`src/rtl/branch_predictor_gshare.sv`:
```
// Gshare branch direction predictor.
// A pattern history table of saturating counters is indexed by the branch
// address XORed with the global history register. After reset the table is
// swept once (one entry per cycle) to "weakly not-taken" before requests are
// accepted. Predictions return one cycle after the request. Updates train one
// counter, shift the outcome into the history, and count mispredicts.
module branch_predictor_gshare #(
    parameter int IDX_W  = 10,
    parameter int CTR_W  = 2,
    parameter int HIST_W = 8
) (
    input  logic              clk,
    input  logic              rst_n,
    output logic              ready,
    input  logic              pred_valid,
    input  logic [IDX_W-1:0]  pred_addr,
    output logic              resp_valid,
    output logic              resp_taken,
    output logic [IDX_W-1:0]  resp_idx,
    input  logic              upd_valid,
    input  logic [IDX_W-1:0]  upd_idx,
    input  logic              upd_taken,
    input  logic              upd_pred,
    output logic [HIST_W-1:0] ghr,
    output logic [15:0]       miss_cnt
);

    localparam int DEPTH = 1 << IDX_W;
    localparam logic [CTR_W-1:0] CTR_MAX  = {CTR_W{1'b1}};
    localparam logic [CTR_W-1:0] CTR_ZERO = {CTR_W{1'b0}};
    localparam logic [CTR_W-1:0] CTR_INIT = {1'b0, {(CTR_W-1){1'b1}}};

    typedef enum logic {
        S_INIT = 1'b0,
        S_RUN  = 1'b1
    } state_t;

    state_t             state_q, state_d;
    logic [IDX_W-1:0]   ptr_q, ptr_d;
    logic [HIST_W-1:0]  ghr_q, ghr_d;
    logic [15:0]        miss_q, miss_d;
    logic               resp_valid_q;
    logic               resp_taken_q;
    logic [IDX_W-1:0]   resp_idx_q;
    logic [CTR_W-1:0]   pht_q [DEPTH];

    logic               run;
    logic               pred_fire;
    logic               upd_fire;
    logic [IDX_W-1:0]   pred_idx;
    logic [CTR_W-1:0]   upd_ctr;

    // Saturating up/down step of a single counter.
    function automatic logic [CTR_W-1:0] ctr_step(input logic [CTR_W-1:0] cur,
                                                  input logic             taken);
        logic [CTR_W-1:0] nxt;
        nxt = cur;
        if (taken) begin
            if (cur != CTR_MAX) nxt = cur + 1'b1;
        end else begin
            if (cur != CTR_ZERO) nxt = cur - 1'b1;
        end
        return nxt;
    endfunction

    assign run       = (state_q == S_RUN);
    assign pred_fire = run & pred_valid;
    assign upd_fire  = run & upd_valid;
    assign pred_idx  = pred_addr ^ IDX_W'(ghr_q);
    assign upd_ctr   = ctr_step(pht_q[upd_idx], upd_taken);

    // Next state for the init sweep: advance the pointer, leave INIT after the last entry.
    always_comb begin
        state_d = state_q;
        ptr_d   = ptr_q;
        if (state_q == S_INIT) begin
            ptr_d = ptr_q + 1'b1;
            if (ptr_q == IDX_W'(DEPTH - 1)) begin
                state_d = S_RUN;
            end
        end
    end

    // Next history and mispredict count, only moved by accepted updates.
    always_comb begin
        ghr_d  = ghr_q;
        miss_d = miss_q;
        if (upd_fire) begin
            ghr_d = (ghr_q << 1) | HIST_W'(upd_taken);
            if ((upd_pred != upd_taken) && (miss_q != 16'hFFFF)) begin
                miss_d = miss_q + 16'd1;
            end
        end
    end

    // Control and output registers with asynchronous clear.
    always_ff @(posedge clk or negedge rst_n) begin
        if (!rst_n) begin
            state_q      <= S_INIT;
            ptr_q        <= '0;
            ghr_q        <= '0;
            miss_q       <= '0;
            resp_valid_q <= 1'b0;
            resp_taken_q <= 1'b0;
            resp_idx_q   <= '0;
        end else begin
            state_q      <= state_d;
            ptr_q        <= ptr_d;
            ghr_q        <= ghr_d;
            miss_q       <= miss_d;
            resp_valid_q <= pred_fire;
            if (pred_fire) begin
                resp_taken_q <= pht_q[pred_idx][CTR_W-1];
                resp_idx_q   <= pred_idx;
            end
        end
    end

    // Table storage: init sweep writes, otherwise training writes; reads are pre-edge values.
    always_ff @(posedge clk) begin
        if (state_q == S_INIT) begin
            pht_q[ptr_q] <= CTR_INIT;
        end else if (upd_valid) begin
            pht_q[upd_idx] <= upd_ctr;
        end
    end

    assign ready      = run;
    assign resp_valid = resp_valid_q;
    assign resp_taken = resp_taken_q;
    assign resp_idx   = resp_idx_q;
    assign ghr        = ghr_q;
    assign miss_cnt   = miss_q;

endmodule

```
`config.mk`:
```
export PLATFORM = sky130hd
export DESIGN_NAME = branch_predictor_gshare
export DESIGN_NICKNAME = d
export VERILOG_FILES = /design/src/rtl/branch_predictor_gshare.sv
export SDC_FILE = /design/constraint.sdc
export NUM_CORES = 2
export LEC_CHECK = 0
export CORE_MARGIN = 2
export CORE_UTILIZATION = 55
export CTS_CLUSTER_DIAMETER = 60
export DETAILED_ROUTE_END_ITERATION = 10
export HOLD_SLACK_MARGIN = 0.05
export MAX_ROUTING_LAYER = met4
export PLACE_DENSITY = 0.81
export SLEW_MARGIN = 25
export SYNTH_ARGS = -nofsm -noshare
export SYNTH_HDL_FRONTEND = slang
export SYNTH_SLANG_ARGS = --single-unit
```
`constraint.sdc`:
```
create_clock -name clk -period 72.9 [get_ports clk]
set_input_delay 18.225 -clock clk [delete_from_list [all_inputs] [get_ports clk]]
set_output_delay 18.225 -clock clk [all_outputs]
set_load 0.05 [all_outputs]
```
==> qor.yml <==
synthesis:
  synth_cells: 5550
  synth_top_area_share_pct: 65.30
  postSynthAreaPerCell_um2: 16.97
  yosysTopAreaCell: "edfxtp_1"
  synth_edf_count: 2048
  yosysMostFrequentCell: "edfxtp_1"
  synth_cell_types: 77
  syn-num-nets: 5578
  yosysSeqAreaShare_pct: 66.55
  ys.flop_type: "edfxtp_1"
  synth_area_mm2: 0.09418
  ys_warn_count: 0
  yosys-top-cells-count: "edfxtp_1 (2048), nor2_1 (1109), mux4_2 (719), nand2_1 (255), clkbuf_1 (239)"
  yosys_register_bits: 2095
  ys_async_sr_fraction_pct: 2.243
  synth_area_leaders: "edfxtp_1 (65%), mux4_2 (17%), nor2_1 (4.4%), mux2i_1 (1.3%), a22oi_1 (1.3%)"
global_route:
  antenna_found_initial: 20
  overflow: 0
  grt_pass1_vias: 57850
  grt_max_degree: 281
  grt_pass1_wl_mm: 408.8
  grt_util_all_layers_pct: 33.84
worst_hold_path:
  hold_end: "resp_idx[4]"
  worstHoldStart: "resp_idx[4]"
  worstHoldPathCells: 2
  hold_class: "reg2reg"
timing:
  tightest_slew_ps: 1177
  clock.fmax_mhz: 38.88
  fin_crit_ps: 25720
  slew_headroom_pct: 21.25
  fin_tns_setup_ps: 0
  maxSlewViolCount: 0
  rsz0062_at_grt: "false"
  setup_viol: 0
  period_share_pct: 35.28
  clock_skew_ps: 90.48
  hold_viol: 0
worst_setup_path:
  crit_path_start_kind: "input port"
  r2r_cells: 11
  worst_ep_required_time_ps: 73410
  end_kind: "flop"
  critPathTopFamily: "buffers and inverters"
  r2r-start: "pht_q[134][0]"
  reg2reg_slack_ps: 66710
  cp_common_cell: "buf_4"
  cp_max_fo: 114
  crit_path_cell_trace: "buf_8 -> buf_4 -> buf_12 -> buf_4 -> mux4_2 -> o211ai_1 -> a41oi_1 -> or4_1 -> nor3_1 -> or4_1 -> a21oi_1 -> o21ai_4 -> buf_6 -> buf_6 -> buf_4"
  critPathArrivalTime_ps: 26230
  cp_slowest_stage_delay_ps: 900
  crit_type: "in2reg"
  worstSetupPathDepth: 15
  r2r-end: "pht_q[199][0]"
  crit_buf_inv: 7
  slowest_stage: "buf_4"
clock_tree:
  clkSinkCount: 2095
  postCtsSetupBuffers: 0
  clockBufferDepth: 3
  cts-resized-gates: 0
  clkLatencyLatePin_ps: 900
  cts_buffers: 200
  h-tree-depth: 4
  clk_pin_slew_ps: 60
  root_buffer: "clkbuf_16"
  cts_tree: "built"
  postCtsHoldBufs: 0
final_layout:
  nNetsFinal: 5519
  drive_above_1_share_pct: 22.31
  nFillCells: 11550
  synthToLayoutAreaGrowth_pct: 9.457
  final_util_pct: 60.76
job:
  max_cap_viol_count: 0
power_and_ir_drop:
  ir_drop_uv: 28.75
  internal_power_mw: 1.907
  swShare_pct: 21.84
  power_density_mw_per_mm2: 23.67
  pwr-share-comb_pct: 3.8
  sequentialPowerShare_pct: 53.3
  total_leakage_power_nw: 30.92
  power.share.clock_pct: 42.9
  switchingPower_mw: 0.5329
die:
  coreArea_mm2: 0.1697
  die_area_mm2: 0.1746
  pin_count: 63
  start_util_pct: 55.51
  die_h_um: 417.8
  die_x_um: 417.8
  std_cell_rows: 151
detailed_routing:
  wirelength_mm: 287.2
  vias: 58660
  first_iter_violations: 11910
  wl_per_cell_um: 36.34
  drc: 0
  final_antenna_net_count: 0
  drtPass1Iterations: 7
  vias_per_cell: 7.422
place:
  globalplace.congestion: 0.9688
  port_buffers: 62
  dp_hpwl_mm: 167.8
outcome:
  status: "finished clean"
==> flip-flops by register name, summed over array words and instances (netlist names) <==
| signal | cells |
|---|---|
| ghr | 8 |
| miss_cnt | 16 |
| pht_q | 2048 |
| ptr_q | 10 |
| ready | 1 |
| resp_idx | 10 |
| resp_taken | 1 |
| resp_valid | 1 |
==> cell usage in the layout, fill, tap and decap left out, drive strengths merged, types with 18 or more instances in the layout <==
cell / synthesis / routed
a21oi: 90 / 90
a22oi: 162 / 162
buf: 217 / 144
bufinv: 0 / 18
clkbuf: 241 / 245
clkdlybuf4s50: 0 / 56
clkinv: 0 / 89
dfrtp: 47 / 47
diode: 0 / 23
edfxtp: 2048 / 2048
inv: 9 / 20
mux2i: 125 / 125
mux4: 764 / 764
nand2: 256 / 256
nand3: 61 / 61
nand4: 20 / 20
nor2: 1111 / 1111
nor3: 31 / 31
nor4: 19 / 19
o211ai: 30 / 30
o21ai: 45 / 45
o22ai: 33 / 33
xnor2: 29 / 29
==> power groups by stage <==
stage / Combinational [mW] / Sequential (mW) / Clock, mW
finish: 0.0915 / 1.30 / 1.05
global route: 0.0921 / 1.30 / 1.09
CTS: 0.0877 / 1.30 / 1.04
detailed placement: 0.0872 / 1.33 / 0
global placement: 0.0862 / 1.33 / 0
floorplan: 0.0595 / 1.33 / 0
==> cells by family (layout without fill, tap and decap cells) <==
kind of cell / Yosys count / count (layout) / share of synthesized area (%)
AOI/OAI and AO/OA: 468 / 468 / 3.426
xor gates and xnor gates: 40 / 40 / 0.3919
adders and majority gates: 2 / 2 / 0.02657
buffers and inverters: 470 / 582 / 2.907
DFF: 2095 / 2095 / 66.55
muxes: 905 / 905 / 19.97
other: 0 / 23 / 0
and+or+nand+nor: 1570 / 1570 / 6.728
==> through the flow <==
| step | instance area (um2) | power (mW) | setup slack [ps] | instances | hold slack, ps |
|---|---|---|---|---|---|
| after global routing | 103100 | 2.481 | 46840 | 7898 | 523.1 |
| after floorplan | 94180 | 1.386 | 19570 | 5550 | 484.1 |
| after detailed placement | 96380 | 1.414 | 45990 | 7503 | 469.9 |
| final | 103100 | 2.440 | 47180 | 7903 | 477.7 |
| after global placement | 96250 | 1.413 | 46190 | 7502 | 464.2 |
| after CTS | 102900 | 2.434 | 46850 | 7876 | 483.4 |
==> tightest hold or removal path, cell delays in order, from the launching register on <==
cell,delay (ps)
dfrtp_1,340
nand2_1,40
o21ai_0,60
==> worst max-delay path by stage <==
| stage | start | endpoint |
|---|---|---|
| 6_report | upd_idx[1] | pht_q[199][0] |
| 5_1_grt | upd_idx[0] | pht_q[199][0] |
| 4_1_cts | upd_idx[1] | pht_q[917][0] |
| 3_5_place_dp | upd_idx[1] | pht_q[902][0] |
| 3_3_place_gp | upd_idx[1] | pht_q[981][0] |
| 2_1_floorplan | upd_idx[0] | pht_q[0][1] |
==> per-layer routing <==
layer	share of wire (%)	GRT usage (%)	routed length, um	vias to the layer above
li1	-	-	-	22100
met1	32	42.37	90940	29390
met2	44	47.69	126600	5865
met3	17	12.15	48620	1302
met4	7.3	20.00	21030	0
met5	0	-	0	-
==> area by class of cell <==
type,instances,area (um2),share of cell area (%)
flip-flops and latches,2095,62680,60.80
well taps,2218,2775,2.692
clock inverters,128,1271,1.233
repair buffers,200,1862,1.806
clock buffers,245,5235,5.078
multi-input cells,2985,29170,28.30
inverters,9,33.78,0.03277
diodes,23,57.56,0.05583
Power figures use the tool's default switching activity.
